==> src/rtl/piso_serializer.sv <==
// Parallel-in serial-out shifter with valid/ready input and gapless back-to-back frames.
// Define PISO_PARITY_EN to append an even-parity bit after the data bits of each frame.
module piso_serializer #(
   parameter int unsigned WIDTH      = 16,
   parameter logic        IDLE_LEVEL = 1'b0
) (
   input  logic             clk,
   input  logic             rst_n,
   input  logic [WIDTH-1:0] in_data,
   input  logic             in_valid,
   output logic             in_ready,
   input  logic             msb_first,
   input  logic             shift_en,
   output logic             ser_out,
   output logic             ser_valid,
   output logic             frame_start,
   output logic             done,
   output logic             busy
);

   localparam int unsigned     CW       = $clog2(WIDTH + 1);
   localparam logic [CW-1:0]   LAST_IDX = CW'(WIDTH - 1);

`ifdef PISO_PARITY_EN
   typedef enum logic [1:0] {S_IDLE, S_SHIFT, S_PARITY} state_t;
`else
   typedef enum logic {S_IDLE, S_SHIFT} state_t;
`endif

   state_t           r_state, w_state_next;
   logic [WIDTH-1:0] r_shreg, w_shreg_next;
   logic [CW-1:0]    r_cnt, w_cnt_next;
   logic             r_msb, w_msb_next;
   logic             r_first, w_first_next;
   logic             r_done, w_done_next;
   logic             w_last_data;
   logic             w_last;
   logic             w_accept;
   logic             w_data_bit;
`ifdef PISO_PARITY_EN
   logic             r_par, w_par_next;
`endif

   assign w_last_data = (r_state == S_SHIFT) && (r_cnt == LAST_IDX);
`ifdef PISO_PARITY_EN
   assign w_last      = (r_state == S_PARITY);
`else
   assign w_last      = w_last_data;
`endif

   // The next word is taken on the same edge that retires the last bit.
   assign in_ready   = (r_state == S_IDLE) | (w_last & shift_en);
   assign w_accept   = in_valid & in_ready;
   assign w_data_bit = r_msb ? r_shreg[WIDTH-1] : r_shreg[0];

   always_ff @(posedge clk or negedge rst_n) begin
      if (!rst_n) begin
         r_state <= S_IDLE;
         r_shreg <= '0;
         r_cnt   <= '0;
         r_msb   <= 1'b0;
         r_first <= 1'b0;
         r_done  <= 1'b0;
`ifdef PISO_PARITY_EN
         r_par   <= 1'b0;
`endif
      end else begin
         r_state <= w_state_next;
         r_shreg <= w_shreg_next;
         r_cnt   <= w_cnt_next;
         r_msb   <= w_msb_next;
         r_first <= w_first_next;
         r_done  <= w_done_next;
`ifdef PISO_PARITY_EN
         r_par   <= w_par_next;
`endif
      end
   end

   always_comb begin
      w_state_next = r_state;
      w_shreg_next = r_shreg;
      w_cnt_next   = r_cnt;
      w_msb_next   = r_msb;
      w_first_next = r_first;
      w_done_next  = w_last & shift_en;
`ifdef PISO_PARITY_EN
      w_par_next   = r_par;
`endif

      case (r_state)
         S_SHIFT: begin
            if (shift_en) begin
               w_first_next = 1'b0;
               if (w_last_data) begin
`ifdef PISO_PARITY_EN
                  w_state_next = S_PARITY;
`else
                  w_state_next = S_IDLE;
`endif
               end else begin
                  w_cnt_next   = r_cnt + CW'(1);
                  w_shreg_next = r_msb ? {r_shreg[WIDTH-2:0], 1'b0}
                                       : {1'b0, r_shreg[WIDTH-1:1]};
               end
            end
         end
`ifdef PISO_PARITY_EN
         S_PARITY: begin
            if (shift_en) begin
               w_state_next = S_IDLE;
            end
         end
`endif
         default: begin
         end
      endcase

      // Loading overrides the end-of-frame return to idle.
      if (w_accept) begin
         w_state_next = S_SHIFT;
         w_shreg_next = in_data;
         w_cnt_next   = '0;
         w_msb_next   = msb_first;
         w_first_next = 1'b1;
`ifdef PISO_PARITY_EN
         w_par_next   = ^in_data;
`endif
      end
   end

   assign ser_valid   = (r_state != S_IDLE);
   assign busy        = ser_valid;
   assign frame_start = r_first;
   assign done        = r_done;
`ifdef PISO_PARITY_EN
   assign ser_out = !ser_valid ? IDLE_LEVEL : ((r_state == S_PARITY) ? r_par : w_data_bit);
`else
   assign ser_out = ser_valid ? w_data_bit : IDLE_LEVEL;
`endif

endmodule

==> config.mk <==
export PLATFORM = sky130hd
export DESIGN_NAME = piso_serializer
export DESIGN_NICKNAME = d
export VERILOG_FILES = /design/src/rtl/piso_serializer.sv
export SDC_FILE = /design/constraint.sdc
export NUM_CORES = 1
export LEC_CHECK = 0
export ABC_AREA = 1
export CAP_MARGIN = 0
export CORE_MARGIN = 3
export CORE_UTILIZATION = 52
export CTS_CLUSTER_DIAMETER = 60
export CTS_CLUSTER_SIZE = 28
export DETAILED_ROUTE_END_ITERATION = 6
export GPL_TIMING_DRIVEN = 1
export HOLD_SLACK_MARGIN = 0.15
export PLACE_DENSITY = 0.78
export SYNTH_ARGS = -nofsm -noshare
export SYNTH_HDL_FRONTEND = slang
export SYNTH_SLANG_ARGS = --single-unit
==> constraint.sdc <==
create_clock -name clk -period 2.4 [get_ports clk]
set_input_delay 0.48 -clock clk [delete_from_list [all_inputs] [get_ports clk]]
set_output_delay 0.48 -clock clk [all_outputs]
set_load 0.005 [all_outputs]
==> flow_summary.json <==
{
  "status": "completed",
  "endpoint_kind": "primary output",
  "hold_path_class": "input port to async pin",
  "overflow": 0,
  "final_max_slew_viol_count": 0,
  "cts_buffers": 3,
  "finClkSkew_ns": 0.008751,
  "track_usage_pct": 21.74,
  "yosys_warnings": 0,
  "num_rows": 19,
  "grt_pass1_vias": 1396,
  "port_buffers": 26,
  "viasPerCell": 5.523,
  "syn_nets": 224,
  "fin_ws_ns": 0.2197,
  "hold_violations": 0,
  "met1_usage_pct": 28.27,
  "synth_seq_area_share_pct": 40.65,
  "relSlewSlack_pct": 66.90,
  "p_leak_nw": 0.9305,
  "place_inst": 251,
  "cts_sinks": 25,
  "drc": 0,
  "drive_gt1_share_pct": 11.01,
  "gp_congestion": 0.8175,
  "crit_arrival_ns": 1.70,
  "antenna_found_initial": 0,
  "crit_required_ns": 1.92,
  "grt_first_pass_wirelength_mm": 6.030,
  "coreArea_um2": 2781,
  "setup_viol": 0,
  "tns_ns": 0,
  "dr.pass1.iters": 4,
  "nNetsFinal": 251,
  "ant_nets": 0,
  "total_power_mw": 1.897,
  "dpl.hpwl_mm": 2.370,
  "ys_seq_elements": 25,
  "initial_core_util_pct": 55.33,
  "grt_max_degree": 26,
  "fillCellCount": 245,
  "ioPinCount": 27,
  "syn_area_um2": 1539,
  "rsz0062_at_grt": "false",
  "cap_violations": 0,
  "avgSynthCellArea_um2": 7.657,
  "multi_input_area_um2": 755.7,
  "instances_no_fill": 258,
  "cp_max_fo": 2,
  "vias": 1425,
  "clk_latency_ns": 0.32,
  "worst_slew_pin_slew_ns": 0.4953,
  "grt_use_met2_pct": 37.04,
  "diodes": 0,
  "pre_cts_ws_ns": 0.1689,
  "cts_buffer_depth": 2,
  "max_freq_mhz": 458.7,
  "first_iter_violations": 77,
  "netlist-cell-type-count": 20,
  "p_per_area_nw_per_um2": 1030,
  "ff_latch_area_um2": 625.6,
  "top_usage_layer": "met2",
  "clk_pin_slew_ns": 0.14,
  "ctsHtreeMaxLevel": 1,
  "use_met3_pct": 2.979,
  "crit_type": "flip-flop to primary output",
  "die_h_um": 60.40,
  "vdd_ir_drop_max_v": 0.0008515,
  "cts_tree": "done",
  "wl_per_cell_um": 13.46,
  "routed_wl_mm": 3.473,
  "startpoint_type": "flip-flop",
  "clk_root_buffer_cell": "clkbuf_4",
  "die_w_um": 60.40,
  "period_needed_ns": 2.180,
  "postSynthCellCount": 201,
  "finalCritPeriodShare_pct": 90.85,
  "dieArea_um2": 3648,
  "areaGrowthSynthToFinish_pct": 19.68
}
[path summary, 6_finish.rpt]
kind                            start           to  slack, ns  cells after the start
max                          r_cnt[0]     in_ready       0.22                      7
min                             rst_n   r_shreg[4]       0.52                      2
max reg2reg                  r_cnt[0]   r_shreg[8]       0.32                     10
min reg2reg                r_shreg[0]   r_shreg[0]       0.54                      2
max in group asynchronous       rst_n  r_shreg[11]       1.64                      2
min in group clk           r_shreg[0]   r_shreg[0]       0.54                      2
[sequential cells by signal, indices dropped and copies added, names as in the netlist]
register / flops
frame_start: 1
busy: 1
r_shreg: 16
r_msb: 1
r_cnt: 5
done: 1
[cell usage after synthesis]
cell,instances,area (um^2)
a21oi_1,1,5.000
a21oi_2,1,8.760
buf_2,7,35.03
buf_4,2,15.01
buf_6,4,45.04
buf_8,1,15.01
dfrtp_1,25,625.6
ha_1,2,25.02
inv_1,15,56.30
inv_2,1,3.750
nand2_1,60,225.2
nand2_2,1,6.260
nand2_4,1,11.26
nand3_1,36,180.2
nand3b_1,15,112.6
nor2_1,6,22.52
nor2_4,2,22.52
o21ai_0,18,90.09
o22ai_2,2,25.02
xor2_1,1,8.760
[critical path: stages (launching register included)]
cell and delay (ns):
dfrtp_1 0.40, ha_2 0.20, nand2_1 0.06, nor2_1 0.09
ha_2 0.18, nand3_1 0.10, nand2_2 0.11, dlygate4sd2_1 0.24
[cells in the final DEF (no fill, tap or decap)]
master           synthesis  routed
clkbuf_4                 0       3
nand2_4                  1       2
buf_4                    2      10
a21oi_1                  1       1
inv_1                   15      15
a21oi_2                  1       1
clkinv_2                 0       1
nand3b_1                15      15
inv_2                    1       1
o21ai_0                 18      18
ha_2                     0       2
nor2_4                   2       2
nand2_2                  1       1
nand3_1                 36      36
nor2_1                   6       6
dlygate4sd2_1            0       1
dfrtp_1                 25      25
xor2_1                   1       1
clkdlybuf4s50_1          0      25
nand2_1                 60      59
o22ai_2                  2       2
[where the power goes]
part / total [mW] / internal (mW) / leakage (nW) / switching [mW]
sequential: 0.727 / 0.603 / 0.309 / 0.123
combinational: 0.982 / 0.429 / 0.604 / 0.554
clock: 0.188 / 0.0623 / 0.0177 / 0.125
[cell families after synthesis]
group	Yosys count	share of synthesized area (%)
compound gates	22	8.374
xor+xnor	1	0.5692
fa+ha+maj	2	1.626
simple gates	121	37.72
flops	25	40.65
buf+inv	30	11.06
[metrics by stage]
stage,hold slack (ns),util [%],instance area [um^2]
after global routing,0.5307,66.22,1842
after detailed placement,0.5055,64.01,1780
after CTS,0.5207,66.04,1837
after global placement,0.4931,64.01,1780
final,0.5162,66.22,1842
after floorplan,0.1844,-,1539
[per-layer routing]
metal,share of wire (%),vias to the layer above
met5,0,-
met4,1.3,0
met3,4.8,4
met2,52,35
met1,42,679
li1,-,707
[final cells by class]
cell class	count	area share (%)
Clock buffer	3	1.223
Timing Repair Buffer	36	18.14
Inverter	16	3.261
Sequential cell	25	33.97
Multi-Input combinational cell	146	41.03
Clock inverter	1	0.2717
Tap cell	31	2.106
[repair_timing]
action / 4_1_cts / 5_1_grt
hold buffers: 0 / 0
endpoints found under the setup margin: 1 / 1
buffers inserted: 3 / 0
gates resized for setup: 4 / 1
Power figures use the tool's default switching activity.
